## src/rtl/muldiv_unit_if.sv

```systemverilog
// rtl/muldiv_unit_if.sv - request and register-file write-back bundle of the multiply/divide unit
// The core drives the request side (master); the unit answers with status and write-back (slave).
interface muldiv_unit_if #(
  parameter int XLEN = 32
);
  logic            start;
  logic            kill;
  logic [2:0]      funct3;
  logic [XLEN-1:0] a;
  logic [XLEN-1:0] b;
  logic [4:0]      rd;
  logic            busy;
  logic            done;
  logic            we;
  logic [4:0]      wa;
  logic [XLEN-1:0] wd;

  modport master (
    output start, kill, funct3, a, b, rd,
    input  busy, done, we, wa, wd
  );

  modport slave (
    input  start, kill, funct3, a, b, rd,
    output busy, done, we, wa, wd
  );
endinterface

```

## src/rtl/muldiv_unit.sv

```systemverilog
// rtl/muldiv_unit.sv - iterative RV32M multiply/divide unit, fixed 33-cycle latency
// One 64-bit accumulator serves as product (shift-add) or {remainder, quotient} (restoring divide).
module muldiv_unit #(
  parameter int XLEN = 32
) (
  input  logic          clk,
  input  logic          rst,
  muldiv_unit_if.slave  bus
);
  typedef enum logic [1:0] {S_IDLE, S_RUN, S_DONE} state_t;

  state_t            state_q, state_d;
  logic [5:0]        cnt_q, cnt_d;
  logic [2:0]        op_q, op_d;
  logic [4:0]        rd_q, rd_d;
  logic [XLEN-1:0]   opb_q, opb_d;
  logic [2*XLEN-1:0] acc_q, acc_d;
  logic              neg_q, neg_d;
  logic              rneg_q, rneg_d;
  logic [XLEN-1:0]   wd_q, wd_d;
  logic [4:0]        wa_q, wa_d;

  logic              sign_a, sign_b, a_neg, b_neg, b_zero;
  logic [XLEN-1:0]   mag_a, mag_b;
  logic [XLEN:0]     mul_sum, div_diff;
  logic [2*XLEN-1:0] mul_next, div_next, acc_nx, prod;
  logic [XLEN-1:0]   quo, rem, result;

  assign sign_a = (bus.funct3 == 3'b001) || (bus.funct3 == 3'b010) ||
                  (bus.funct3 == 3'b100) || (bus.funct3 == 3'b110);
  assign sign_b = (bus.funct3 == 3'b001) || (bus.funct3[2] && !bus.funct3[0]);
  assign a_neg  = sign_a && bus.a[XLEN-1];
  assign b_neg  = sign_b && bus.b[XLEN-1];
  assign b_zero = (bus.b == '0);
  assign mag_a  = a_neg ? -bus.a : bus.a;
  assign mag_b  = b_neg ? -bus.b : bus.b;

  // Multiply: add multiplicand into the high half when the low bit is set, then shift right.
  assign mul_sum  = {1'b0, acc_q[2*XLEN-1:XLEN]} + (acc_q[0] ? {1'b0, opb_q} : '0);
  assign mul_next = {mul_sum, acc_q[XLEN-1:1]};

  // Divide: trial-subtract the divisor from the remainder shifted by one dividend bit.
  assign div_diff = acc_q[2*XLEN-1:XLEN-1] - {1'b0, opb_q};
  assign div_next = div_diff[XLEN] ? {acc_q[2*XLEN-2:0], 1'b0}
                                   : {div_diff[XLEN-1:0], acc_q[XLEN-2:0], 1'b1};

  assign acc_nx = op_q[2] ? div_next : mul_next;
  assign prod   = neg_q ? -acc_nx : acc_nx;
  assign quo    = neg_q ? -acc_nx[XLEN-1:0] : acc_nx[XLEN-1:0];
  assign rem    = rneg_q ? -acc_nx[2*XLEN-1:XLEN] : acc_nx[2*XLEN-1:XLEN];

  always_comb begin
    result = '0;
    case (op_q)
      3'b000:         result = prod[XLEN-1:0];
      3'b001, 3'b010,
      3'b011:         result = prod[2*XLEN-1:XLEN];
      3'b100, 3'b101: result = quo;
      default:        result = rem;
    endcase
  end

  always_comb begin
    state_d = state_q;
    cnt_d   = cnt_q;
    op_d    = op_q;
    rd_d    = rd_q;
    opb_d   = opb_q;
    acc_d   = acc_q;
    neg_d   = neg_q;
    rneg_d  = rneg_q;
    wd_d    = wd_q;
    wa_d    = wa_q;
    case (state_q)
      S_IDLE: begin
        if (bus.start && !bus.kill) begin
          op_d    = bus.funct3;
          rd_d    = bus.rd;
          opb_d   = mag_b;
          acc_d   = {{XLEN{1'b0}}, mag_a};
          // A zero divisor must yield an all-ones quotient regardless of the dividend sign.
          neg_d   = (a_neg ^ b_neg) && !(bus.funct3[2] && b_zero);
          rneg_d  = a_neg;
          cnt_d   = '0;
          state_d = S_RUN;
        end
      end
      S_RUN: begin
        acc_d = acc_nx;
        cnt_d = cnt_q + 6'd1;
        if (bus.kill) begin
          state_d = S_IDLE;
        end else if (cnt_q == 6'd31) begin
          wd_d    = result;
          wa_d    = rd_q;
          state_d = S_DONE;
        end
      end
      default: state_d = S_IDLE;
    endcase
  end

  always_ff @(posedge clk or posedge rst) begin
    if (rst) begin
      state_q <= S_IDLE;
      cnt_q   <= '0;
      op_q    <= '0;
      rd_q    <= '0;
      opb_q   <= '0;
      acc_q   <= '0;
      neg_q   <= 1'b0;
      rneg_q  <= 1'b0;
      wd_q    <= '0;
      wa_q    <= '0;
    end else begin
      state_q <= state_d;
      cnt_q   <= cnt_d;
      op_q    <= op_d;
      rd_q    <= rd_d;
      opb_q   <= opb_d;
      acc_q   <= acc_d;
      neg_q   <= neg_d;
      rneg_q  <= rneg_d;
      wd_q    <= wd_d;
      wa_q    <= wa_d;
    end
  end

  assign bus.busy = (state_q != S_IDLE);
  assign bus.done = (state_q == S_DONE);
  assign bus.we   = (state_q == S_DONE);
  assign bus.wa   = wa_q;
  assign bus.wd   = wd_q;
endmodule

```

## src/flat_wrapper.sv

```systemverilog
// flat-port wrapper written by rule: the top's interface ports become plain ports
module muldiv_unit_flat 
#(
  parameter int XLEN = 32
)
  (clk, rst, bus_start, bus_kill, bus_funct3, bus_a, bus_b, bus_rd, bus_busy, bus_done, bus_we, bus_wa, bus_wd);
  muldiv_unit_if #(.XLEN(XLEN)) bus_i ();
  input  logic clk;
  input  logic rst;
  input wire logic [$bits(bus_i.start)-1:0] bus_start;
  input wire logic [$bits(bus_i.kill)-1:0] bus_kill;
  input wire logic [$bits(bus_i.funct3)-1:0] bus_funct3;
  input wire logic [$bits(bus_i.a)-1:0] bus_a;
  input wire logic [$bits(bus_i.b)-1:0] bus_b;
  input wire logic [$bits(bus_i.rd)-1:0] bus_rd;
  output wire logic [$bits(bus_i.busy)-1:0] bus_busy;
  output wire logic [$bits(bus_i.done)-1:0] bus_done;
  output wire logic [$bits(bus_i.we)-1:0] bus_we;
  output wire logic [$bits(bus_i.wa)-1:0] bus_wa;
  output wire logic [$bits(bus_i.wd)-1:0] bus_wd;
  assign bus_i.start = bus_start;
  assign bus_i.kill = bus_kill;
  assign bus_i.funct3 = bus_funct3;
  assign bus_i.a = bus_a;
  assign bus_i.b = bus_b;
  assign bus_i.rd = bus_rd;
  assign bus_busy = bus_i.busy;
  assign bus_done = bus_i.done;
  assign bus_we = bus_i.we;
  assign bus_wa = bus_i.wa;
  assign bus_wd = bus_i.wd;
  muldiv_unit #(.XLEN(XLEN)) u_core (.clk(clk), .rst(rst), .bus(bus_i));
endmodule
```

## config.mk

```make
export PLATFORM = sky130hd
export DESIGN_NAME = muldiv_unit_flat
export DESIGN_NICKNAME = d
export VERILOG_FILES = /design/src/rtl/muldiv_unit_if.sv /design/src/rtl/muldiv_unit.sv /design/src/flat_wrapper.sv
export SDC_FILE = /design/constraint.sdc
export NUM_CORES = 1
export LEC_CHECK = 0
export CORE_ASPECT_RATIO = 0.6
export CORE_UTILIZATION = 44
export DETAILED_ROUTE_END_ITERATION = 12
export DONT_BUFFER_PORTS = 1
export MAX_ROUTING_LAYER = met4
export PLACE_DENSITY = 0.58
export SLEW_MARGIN = 15
export SYNTH_ARGS = -nofsm -noshare
export SYNTH_HDL_FRONTEND = slang
export SYNTH_SLANG_ARGS = --single-unit
```

## constraint.sdc

```tcl
create_clock -name clk -period 10.3 [get_ports clk]
set_clock_uncertainty 0.2 [all_clocks]
set_input_delay 1.545 -clock clk [delete_from_list [all_inputs] [get_ports clk]]
set_output_delay 1.545 -clock clk [all_outputs]
set_load 0.05 [all_outputs]
```

Word level (Yosys, flattened, before mapping) --
Index checks and enable logic that the tools add are counted.
Storage, ports and cells: register bits after elaboration 151, bits in latches 0, bits in writable memories 0, memory bits (read-only) 0, bits of input ports 76, output and inout bits 40, logic and storage cells 75, memories 0
Cells by class: add/sub/neg operators 8, multiply operators 0, div/mod/pow operators 0, $lt $le $gt $ge 0, equal/unequal tests 14, shifts and indexed selects 0, muxes and demuxes 17, bitwise gates (word level) 2, reduce and logical (&&, ||, !) cells 24
Operators with widths (number):
- 2-to-1 mux 64 bit | 4
- 2-to-1 mux 32 bit | 5
- negator 32 bit | 4
- case mux 64 bit (2 select lines) | 1
- case mux 32 bit (3 select lines) | 1
- negator 64 bit | 1
- adder 32 x 33 -> 33 bit | 1
- subtractor 33 x 32 -> 33 bit | 1
- logical NOT 32 bit | 1
- == test 3 bit (second input constant) | 4
- case mux 6 bit (2 select lines) | 1
- == test 3 x 2 -> 1 bit (second input constant) | 3
- adder 6 x 1 -> 6 bit (second input constant) | 1
- == test 3 x 1 -> 1 bit (second input constant) | 2
- == test 6 x 5 -> 1 bit (second input constant) | 1
- logical AND 1 bit | 6
- 2-to-1 mux 2 bit | 3
- 2-to-1 mux 6 bit | 1
- AND reduction 2 bit | 3
- logical OR 1 bit | 4
- case mux 2 bit (2 select lines) | 1
- nonzero test 2 bit | 2
- logical NOT 1 bit | 3
- logical NOT 3 bit | 1
- 10 further kinds | 10

Logic depth before layout (Yosys ltp) --
Gate-level depths: netlist (run 1).
word-level depth 8, depth in mapped cells 24, gate-level depth less buffers 22

Least setup slack after synthesis (run 1) --
Ideal clock, no wire load.
path kind reg2reg, from register u_core.acc_q[31], to register u_core.wd_q[10], in the netlist u_core.bus.wd[10], setup time 0.134 ns, data arrival time 5.121 ns, required time 9.966 ns, setup slack 4.845 ns, cell stages (with the launch flop) 24, buffers on the path 2, clock period less this slack 5.455 ns, path through dfrtp_1 inv_1 ha_1 fa_1 nand2b_1 a21oi_2 o211a_1 o211a_1 a211o_1 buf_6 nor2_4 a21oi_1 ha_1 o21a_1 o2111ai_1 or3_1 or4_1 nand2b_1 or2_2 clkbuf_1 nor4_1 nor2_1 a221oi_1 o21ai_0
Between the ends: longest elaborated chain between the ends 6, elaborated cells on any way between the ends 10, classes of those cells 4 x add/sub; 6 x mux
Ends and longest elaborated chain:
- start: declaration | RTL line muldiv_unit.sv:17 | logic [2*XLEN-1:0] acc_q, acc_d;
- start signal: assignment | RTL line muldiv_unit.sv:110 | acc_q <= '0;
- start signal: assignment | RTL line muldiv_unit.sv:121 | acc_q <= acc_d;
- subtractor 33 x 32 -> 33 bit | RTL line muldiv_unit.sv:43 | assign div_diff = acc_q[2*XLEN-1:XLEN-1] - {1'b0, opb_q};
- 2-to-1 mux 64 bit | RTL line muldiv_unit.sv:44 | assign div_next = div_diff[XLEN] ? {acc_q[2*XLEN-2:0], 1'b0}
- 2-to-1 mux 64 bit (*) | RTL line muldiv_unit.sv:47 | assign acc_nx = op_q[2] ? div_next : mul_next;
- negator 64 bit, or another cell as far along | RTL line muldiv_unit.sv:48 | assign prod = neg_q ? -acc_nx : acc_nx;
- 2-to-1 mux 64 bit, or another cell as far along | RTL line muldiv_unit.sv:48
- case mux 32 bit (3 select lines) (*) | RTL line muldiv_unit.sv:54 | case (op_q)
- end signal: assignment | RTL line muldiv_unit.sv:124 | wd_q <= wd_d;
- end: declaration | RTL line muldiv_unit.sv:20 | logic [XLEN-1:0] wd_q, wd_d;
Mark *: on every way between the ends. The rest lies on a longest branch, timed or not. A chain may end at the register's enable or synchronous reset.

Final worst setup path (run 1) --
from register u_core.acc_q[31], to register u_core.wd_q[26], in the netlist u_core.bus.wd[26]
The elaborated chain is that of the path after synthesis.

==> flow_summary.ini, run 1 <==
[cts]
cts_made_buffers = 17
cts_setup_buffers = 0
hold_buffers = 0
htreeDepth = 4
cts_tree = built
cts.root.buffer_cell = clkbuf_16
postCtsResizedCells = 0
clock_sinks = 151
clk_pin_slew_ns = 0.08
insertion_delay_ns = 0.46
cts_buffer_depth = 2

[logic_synthesis]
ys.flop_type = dfrtp_1
synth_area_sq_um = 15300
async_reset_ff_share_pct = 100
synth_compound_area_share_pct = 27.8
synth_fa_ha_area_share_pct = 5.91
yosys.cell_types.count = 100
synth-seq-cells = 151
synth_mux_area_share_pct = 3.95
synth-edff-count = 0
synth-simple-area-share_pct = 24.4
ys_seq_area_share_pct = 24.7
synth_xor_xnor_area_share_pct = 8.31
ys_warn_count = 0
synth_top_family_by_area = compound AO/OA/AOI/OAI gates
postSynthAreaPerCell_sq_um = 7.56
synth_nets = 2170
netlist_instances = 2023

[final_layout]
syn_to_final_growth_pct = 6.11
layout.cells.non_filler = 2436
fin_area_sq_um = 16200
nNetsFinal = 2110
drive_gt1_share_pct = 6.68
final_util_pct = 47.8

[die]
die_h_um = 146
initial_core_util_pct = 45.0
ios = 116
core_sq_um = 34000
dieArea_sq_um = 35500
chipWidth_um = 243
fp-row-count = 52

[grt]
grt_remaining_overflow = 0
grt_pass1_wl_um = 94200
busiest_layer = met1
grtUsageTotal_pct = 36.7
met2_usage_pct = 42.8
grtUsageMet1_pct = 57.5
antenna_found_initial = 3
grt_max_degree = 93
grt_use_met3_pct = 13.7
grt_pass1_vias = 14200

[place]
post-dp-hpwl_um = 49800
dp_cells = 2403
pre_cts_ws_ns = 3.88
gp_congestion = 1.00
io_buffers = 0
placed_area_sq_um = 15600

[drt]
first_iter_violations = 2048
wl_um = 64100
drt_first_pass_iters = 6
vias_per_cell = 6.60
routedWlPerCell_um = 26.3
antenna_left = 0
num_vias = 16100
drc_errors = 0

[timing]
rsz0062_at_grt = no
setup_slack_ns = 3.78
fin_crit_sh_pct = 63.3
slew_headroom_pct = 16.8
setup_viol = 0
post-route-min-period_ns = 6.52
hold_viol = 0
clock.fmax_ghz = 0.153
tightest_slew_ns = 1.25
drv_slew = 0
whs_ns = 0.268
finalSetupTns_ns = 0

[power_and_ir_drop]
vdd_drop_max_v = 0.000168
power.density_nw_per_um2 = 340
power.total_mw = 5.52
leakagePower_nw = 6.61

[min_path]
hold_path_class = register to register

[flow_run]
maxCapViolCount = 0

[setup_path]
worst_ep_arrival_time_ns = 6.66
worstPathRequired_ns = 10.44
critical_path_class = register to register
crit_path_max_fanout = 8
worstSetupEndpointType = register
worst_setup_path_start_kind = register

[status]
status = completed
-- sequential cells by signal, indices dropped and copies added, names as in the netlist --
signal,flops
u_core.acc_q,64
u_core.bus.wd,32
u_core.opb_q,32
u_core.cnt_q,6
u_core.bus.wa,5
u_core.rd_q,5
u_core.op_q,3
u_core.state_q,2
u_core.neg_q,1
u_core.rneg_q,1
-- per-layer routing --
layer	share of wire [%]	up-vias
li1	-	7295
met1	49	7798
met2	35	935
met3	14	51
met4	1.1	0
met5	0	-
-- report_power, final --
group          switching [mW]  internal [mW]  total [mW]
Clock                   0.307          0.347       0.653
Combinational            2.62           1.26        3.88
Sequential              0.245          0.736       0.981
Total                    3.18           2.34        5.52
-- area by class of cell --
| cell class | count | area [sq um] |
|---|---|---|
| diodes | 1 | 2.50 |
| clock buffers | 19 | 443 |
| clock inverters | 13 | 135 |
| fillers | 3481 | 17700 |
| inverters | 67 | 256 |
| multi-input cells | 1694 | 10800 |
| flip-flops and latches | 151 | 3780 |
| well taps | 459 | 574 |
| repair buffers | 32 | 240 |
-- synthesized netlist by cell type (all sizes together), types with 5 or more instances --
cell type / number / share of area, %
a2111oi: 6 / 0.34
a211oi: 21 / 1.2
a21boi: 15 / 0.74
a21o: 23 / 1.1
a21oi: 152 / 5.1
a221o: 5 / 0.33
a221oi: 16 / 1.0
a22o: 5 / 0.29
a22oi: 7 / 0.34
a311oi: 7 / 0.44
a31oi: 19 / 0.78
and2: 44 / 1.8
and3: 16 / 0.65
and4: 7 / 0.40
buf: 34 / 1.4
clkbuf: 77 / 1.9
dfrtp: 151 / 25
ha: 69 / 5.6
inv: 66 / 1.6
mux2: 16 / 1.2
mux2i: 42 / 2.8
nand2: 278 / 6.8
nand2b: 19 / 0.78
nand3: 63 / 2.1
nand4: 23 / 0.98
nor2: 134 / 3.3
nor2b: 14 / 0.57
nor3: 72 / 2.5
nor3b: 6 / 0.29
nor4: 15 / 0.65
o211a: 7 / 0.46
o211ai: 22 / 1.2
o21a: 14 / 0.69
o21ai: 220 / 7.2
o221ai: 35 / 2.0
o22ai: 8 / 0.33
o31ai: 26 / 1.3
o41ai: 9 / 0.66
or2: 12 / 0.51
or3: 34 / 1.4
or4: 11 / 0.56
xnor2: 69 / 4.0
xor2: 76 / 4.4
-- layout by cell type (no fill, tap or decap), types with 16 or more instances in the layout --
cell	n
a211oi_1	17
a21o_1	23
a21oi_1	147
a31oi_1	19
and2_1	43
and3_1	16
buf_4	32
clkbuf_16	17
dfrtp_1	150
ha_1	69
inv_1	64
mux2i_1	42
nand2_1	278
nand2b_1	18
nand3_1	63
nand4_1	22
nor2_1	131
nor3_1	67
o211ai_1	20
o21ai_0	205
o221ai_1	35
o31ai_1	26
or3_1	34
xnor2_1	69
xor2_1	76
-- critical path, stage by stage, from the launching register on --
cell	delay [ns]
dfrtp_1	0.38
inv_1	0.08
ha_1	0.22
fa_1	0.38
nand2b_1	0.22
a21oi_2	0.28
o211a_1	0.27
o211a_1	0.27
a211o_1	0.20
nor2_4	0.10
a21oi_1	0.26
ha_1	0.21
o21a_1	0.19
o2111ai_1	0.18
or3_1	0.41
or4_1	0.61
nand2b_1	0.25
nor2_1	0.43
nand3_1	0.38
o21ai_0	0.33
xnor2_1	0.09
a221oi_1	0.34
a21oi_1	0.11
-- final timing paths --
kind | endpoint | depth (start not counted) | slack, ns | startpoint
max in group asynchronous | u_core.op_q[2] | 2 | 7.47 | rst
worst min-delay path | u_core.bus.wa[4] | 2 | 0.27 | u_core.rd_q[4]
min in group asynchronous | u_core.bus.wa[4] | 1 | 0.91 | rst
worst min register to register | u_core.bus.wa[4] | 2 | 0.27 | u_core.rd_q[4]
worst max-delay path | u_core.bus.wd[26] | 22 | 3.78 | u_core.acc_q[31]
worst max register to register | u_core.bus.wd[26] | 22 | 3.78 | u_core.acc_q[31]
-- logic make-up (layout without fill, tap and decap cells) --
group	Yosys count	count (layout)
buffers and inverters	178	131
other	0	1
and+or+nand+nor	765	765
adders and majority gates	71	71
xor gates and xnor gates	145	145
AOI/OAI and AO/OA	655	655
muxes	58	58
DFF	151	151
No activity file was read; power rests on OpenSTA's default activity.
==> run 2: changes to the inputs <==
==> constraint.sdc (replaced) <==
create_clock -name clk -period 6.4 [get_ports clk]
set_clock_uncertainty 0.2 [all_clocks]
set_input_delay 0.96 -clock clk [delete_from_list [all_inputs] [get_ports clk]]
set_output_delay 0.96 -clock clk [all_outputs]
set_load 0.05 [all_outputs]
==> run 2 against run 1 <==
Effect of this change: cell area increased by 2.7%; clock power increased by 62%; non-clock buffer count increased by 48; first-iteration DRC count increased by 15%; critical path depth decreased by 5; via count increased by 1.8%; utilization increased by 1.3 points; final cell count increased by 1.9%; global-route usage increased by 0.59 points; die area unchanged; largest cell class unchanged.
==> flow_summary.ini, run 2 (synthesis results as in run 1) <==
[status]
status = completed

[grt]
antenna_found_initial = 4
grt_pass1_vias = 14600
grt_max_degree = 106
grt_remaining_overflow = 0
grt_pass1_wl_um = 96200
grtUsageTotal_pct = 37.3

[timing]
slew_headroom_pct = 27.8
clock.fmax_ghz = 0.162
setup_viol = 0
fin_crit_sh_pct = 96.6
rsz0062_at_grt = no
tightest_slew_ns = 1.08
hold_viol = 0
drv_slew = 0
post-route-min-period_ns = 6.18
finalSetupTns_ns = 0

[cts]
cts_buffer_depth = 2
cts_made_buffers = 17
clock_sinks = 151
hold_buffers = 0
cts_setup_buffers = 0
cts_tree = built
clk_pin_slew_ns = 0.08
insertion_delay_ns = 0.47
htreeDepth = 4
cts.root.buffer_cell = clkbuf_16

[final_layout]
most-common-layout-cells = nand2_1 (278), o21ai_0 (204), dfrtp_1 (150)
nNetsFinal = 2158
syn_to_final_growth_pct = 8.94
drive_gt1_share_pct = 9.39
regMostFlops = u_core.acc_q
final_common_cell = nand2_1
diodes = 0
fin_area_sq_um = 16700
nFillCells = 3465
largest_reg_flops = 64

[die]
fp-row-count = 52
core_sq_um = 34000
ios = 116
chipWidth_um = 243
initial_core_util_pct = 45.0
die_h_um = 146
dieArea_sq_um = 35500

[drt]
antenna_left = 0
num_vias = 16400
first_iter_violations = 2357
wl_um = 64700
routedWlPerCell_um = 26.1
vias_per_cell = 6.59
drc_errors = 0
drt_first_pass_iters = 6

[setup_path]
worstSetupEndpointType = register
worst_setup_path_start_kind = register
crit_chain = inv_1, ha_1, fa_1, nand2b_1, a21oi_4, o211a_1, o211a_1, a211o_1, buf_4, o211ai_4, or4b_1, or4_1, o21ai_0, xor2_1, a2111oi_1, buf_4, nor2_1
max_stage_delay_ns = 0.79
worst_ep_arrival_time_ns = 6.33
crit_slowest_cell = or4_1
critical_path_class = register to register
crit_path_max_fanout = 35
worstPathRequired_ns = 6.55

[place]
placed_area_sq_um = 16000
io_buffers = 0
post-dp-hpwl_um = 50500
gp_congestion = 1.05

[power_and_ir_drop]
vdd_drop_max_v = 0.000303
power.total_mw = 9.14
power.density_nw_per_um2 = 549
leakagePower_nw = 6.87

[flow_run]
maxCapViolCount = 0

[min_path]
hold_path_class = register to register
[run 2: repair_timing]
action / 4_1_cts / 5_1_grt
hold endpoints to repair: 0 / 0
endpoints found under the setup margin: 0 / 13
gates resized for setup: 0 / 13
[run 2: critical path: cells and delay by family (launching register included)]
kind / cells / cell delay [ns]
compound gates: 7 / 2.19
xor+xnor: 1 / 0.09
fa+ha+maj: 2 / 0.60
buf+inv: 3 / 0.74
flops: 1 / 0.39
simple gates: 4 / 1.82
[run 2: path summary, 6_finish.rpt]
| kind | from | end | slack, ns | cells after the start |
|---|---|---|---|---|
| worst min-delay path | u_core.rd_q[3] | u_core.bus.wa[3] | 0.28 | 2 |
| min in group asynchronous | rst | u_core.bus.wa[1] | 0.37 | 1 |
| max in group asynchronous | rst | u_core.op_q[2] | 4.21 | 2 |
| worst max register to register | u_core.acc_q[31] | u_core.bus.wd[13] | 0.22 | 17 |
| worst min register to register | u_core.rd_q[3] | u_core.bus.wa[3] | 0.28 | 2 |
| worst max-delay path | u_core.acc_q[31] | u_core.bus.wd[13] | 0.22 | 17 |
[run 2: per-layer routing]
layer  global-route usage, %  vias up  wire (um)
li1                        -     7407          -
met4                    6.79        0        907
met1                    58.6     7887      31400
met2                    43.2     1009      22700
met5                       -        -          0
met3                    13.4       60       9780
[run 2: cell type report]
class | instances | area (sq um) | area share [%]
flip-flops and latches | 151 | 3780 | 22.7
well taps | 459 | 574 | 3.45
repair buffers | 80 | 613 | 3.68
clock inverters | 15 | 160 | 0.962
inverters | 67 | 256 | 1.54
clock buffers | 17 | 425 | 2.55
multi-input cells | 1694 | 10800 | 65.1
[run 2: per-stage QoR]
stage | hold WS [ns] | util [%] | worst slack [ns] | instances
3_3_place_gp | 0.249 | 47.1 | 0.296 | 2451
3_5_place_dp | 0.258 | 47.1 | 0.178 | 2451
6_report | 0.277 | 49.0 | 0.219 | 2483
2_1_floorplan | 0.239 | - | 0.945 | 2023
4_1_cts | 0.280 | 48.9 | 0.160 | 2483
5_1_grt | 0.302 | 49.0 | 0.0537 | 2483
[run 2: power breakdown]
group / total [mW] / switching (mW) / internal (mW)
combinational: 6.54 / 4.32 / 2.22
sequential: 1.54 / 0.356 / 1.18
clock: 1.06 / 0.539 / 0.522
==> run 3: changes to the inputs <==
--- a/config.mk
+++ b/config.mk
@@ -5,12 +5,13 @@
 export SDC_FILE = /design/constraint.sdc
 export NUM_CORES = 1
 export LEC_CHECK = 0
+export ABC_AREA = 1
 export CORE_ASPECT_RATIO = 0.6
 export CORE_UTILIZATION = 44
 export DETAILED_ROUTE_END_ITERATION = 12
 export DONT_BUFFER_PORTS = 1
 export MAX_ROUTING_LAYER = met4
-export PLACE_DENSITY = 0.58
+export PLACE_DENSITY = 0.6
 export SLEW_MARGIN = 15
 export SYNTH_ARGS = -nofsm -noshare
 export SYNTH_HDL_FRONTEND = slang
==> constraint.sdc (replaced) <==
create_clock -name clk -period 5.35 [get_ports clk]
set_clock_uncertainty 0.2 [all_clocks]
set_input_delay 0.8025 -clock clk [delete_from_list [all_inputs] [get_ports clk]]
set_output_delay 0.8025 -clock clk [all_outputs]
set_load 0.05 [all_outputs]
==> run 3 against run 2 <==
Effect of this change: power increased by 21%; flip-flop and latch count unchanged; first-iteration DRC count increased by 13%; synthesized area increased by 8.9%; maximum frequency increased by 25%; critical path depth increased by 14; register-to-register slack improved by 0.17 ns; via count increased by 17%; sequential power increased by 18%; critical path type unchanged.
==> flow_summary.ini, run 3 <==
[power_and_ir_drop]
p_sw_share_pct = 61.5
vdd_drop_max_v = 0.000276
power.total_mw = 11.1
clock_power_share_pct = 11.4
seqPwrFrac_pct = 16.4
power.switching_mw = 6.80
leakagePower_nw = 9.42
power_frac_comb_pct = 72.2
power.density_nw_per_um2 = 619
p_int_mw = 4.25

[place]
gp_congestion = 1.08
post-dp-hpwl_um = 59800
placed_area_sq_um = 17300
io_buffers = 0
dp_cells = 3306

[setup_path]
worstPathRequired_ns = 5.50
crit_path_max_fanout = 8
crit_slowest_cell = dfrtp_2
worst_setup_path_start_kind = register
max_stage_delay_ns = 0.45
critical_path_class = register to register
worst_ep_arrival_time_ns = 5.12
worstSetupEndpointType = register

[drt]
wl_um = 73800
drt_first_pass_iters = 6
routedWlPerCell_um = 22.1
first_iter_violations = 2658
num_vias = 19200
vias_per_cell = 5.74
antenna_left = 0
drc_errors = 0

[logic_synthesis]
ys_seq_area_share_pct = 22.7
netlist_instances = 2840
synthTopCellsByArea = dfrtp_1 (23%), nand2_1 (20%), inv_1 (9.3%)
ys.flop_type = dfrtp_1
async_reset_ff_share_pct = 100
yosysMostFrequentCell = nand2_1
postSynthAreaPerCell_sq_um = 5.86
synth_nets = 2987
yosys.cell_types.count = 49
synth-seq-cells = 151
synth.top_cell.area_share_pct = 22.7
synth_common_cells = nand2_1 (906), inv_1 (411), nor2_1 (303)
yosys.area.top_type = dfrtp_1
ys_warn_count = 0
synth-edff-count = 0
synth_area_sq_um = 16700

[final_layout]
final_common_cell = nand2_1
diodes = 0
drive_gt1_share_pct = 6.92
fin_area_sq_um = 17900
syn_to_final_growth_pct = 7.29
most-common-layout-cells = nand2_1 (904), inv_1 (410), nor2_1 (302)
layout.cells.non_filler = 3338
final_util_pct = 48.5
regMostFlops = u_core.acc_q
largest_reg_flops = 64
nNetsFinal = 2968

[die]
ios = 116
fp-row-count = 54
initial_core_util_pct = 45.2
chipWidth_um = 253
core_sq_um = 36800
dieArea_sq_um = 38700
die_h_um = 153

[status]
status = completed

[cts]
clock_sinks = 151
cts_buffer_depth = 2
cts_tree = built
clk_pin_slew_ns = 0.08
postCtsResizedCells = 0
cts_setup_buffers = 0
hold_buffers = 0
htreeDepth = 4
cts.root.buffer_cell = clkbuf_16
insertion_delay_ns = 0.47
cts_made_buffers = 17

[grt]
grt_remaining_overflow = 0
grt_pass1_wl_um = 110000
grt_max_degree = 88
grtUsageTotal_pct = 39.7
grt_pass1_vias = 17200
antenna_found_initial = 0

[min_path]
hold_path_class = input port to async pin

[timing]
hold_viol = 0
post-route-min-period_ns = 4.96
rsz0062_at_grt = no
finalSetupTns_ns = 0
drv_slew = 0
clock.fmax_ghz = 0.201
tightest_slew_ns = 1.22
slew_headroom_pct = 17.9
setup_viol = 0
fin_crit_sh_pct = 92.8

[flow_run]
maxCapViolCount = 0
==> run 3: metal layers <==
| layer | routed length (um) | global-route usage, % | vias up |
|---|---|---|---|
| met2 | 25300 | 46.0 | 1066 |
| met4 | 1170 | 7.13 | 0 |
| met3 | 11400 | 15.3 | 62 |
| li1 | - | - | 9003 |
| met1 | 35900 | 61.7 | 9039 |
| met5 | 0 | - | - |
==> run 3: worst max-delay path, delay by kind of cell, from the launching register on <==
family,cells,cell delay (ns)
and+or+nand+nor,24,2.81
AOI/OAI and AO/OA,2,0.57
adders and majority gates,2,0.56
DFF,1,0.45
buffers and inverters,3,0.23
==> run 3: area by class of cell <==
cell class	count	area (sq um)
clock buffers	18	429
clock inverters	14	136
fillers	3993	19000
inverters	421	1590
multi-input cells	2181	10900
flip-flops and latches	151	3780
well taps	504	631
repair buffers	49	380
==> run 3: worst paths after layout <==
kind                                   from  slack [ns]           endpoint  cells past startpoint
max in group asynchronous               rst        3.69  u_core.bus.wd[21]                      2
min reg2reg                  u_core.rd_q[0]        0.27     u_core.rd_q[0]                      2
max reg2reg                u_core.opb_q[14]        0.39  u_core.bus.wd[22]                     31
min in group clk                  bus_rd[0]        0.25     u_core.rd_q[0]                      2
min                                     rst         0.1   u_core.opb_q[12]                      1
max                        u_core.opb_q[14]        0.39  u_core.bus.wd[22]                     31
==> run 3: through the flow <==
| step | hold slack (ns) | worst slack [ns] |
|---|---|---|
| 2_1_floorplan | 0.242 | 0.283 |
| 6_report | 0.0989 | 0.386 |
| 4_1_cts | 0.119 | 0.491 |
| 3_3_place_gp | 0.253 | 0.656 |
| 5_1_grt | 0.142 | 0.0273 |
| 3_5_place_dp | 0.259 | 0.546 |
==> run 3: power by group through the flow <==
stage               clock, mW  sequential, mW  combinational, mW
global route             1.30            1.84               8.63
global placement            0            1.81               7.63
finish                   1.26            1.82               7.98
CTS                      1.27            1.80               7.68
detailed placement          0            1.82               7.64
floorplan                   0            1.65               5.25
==> run 3: logic make-up (layout without fill, tap and decap cells) <==
family          after synthesis  count (layout)  synth area share [%]
fa+ha+maj                    71              71                  5.42
simple gates               1600            1600                  41.1
buf+inv                     508             502                  11.8
compound gates              424             424                  14.4
flops                       151             151                  22.7
xor+xnor                     86              86                  4.52
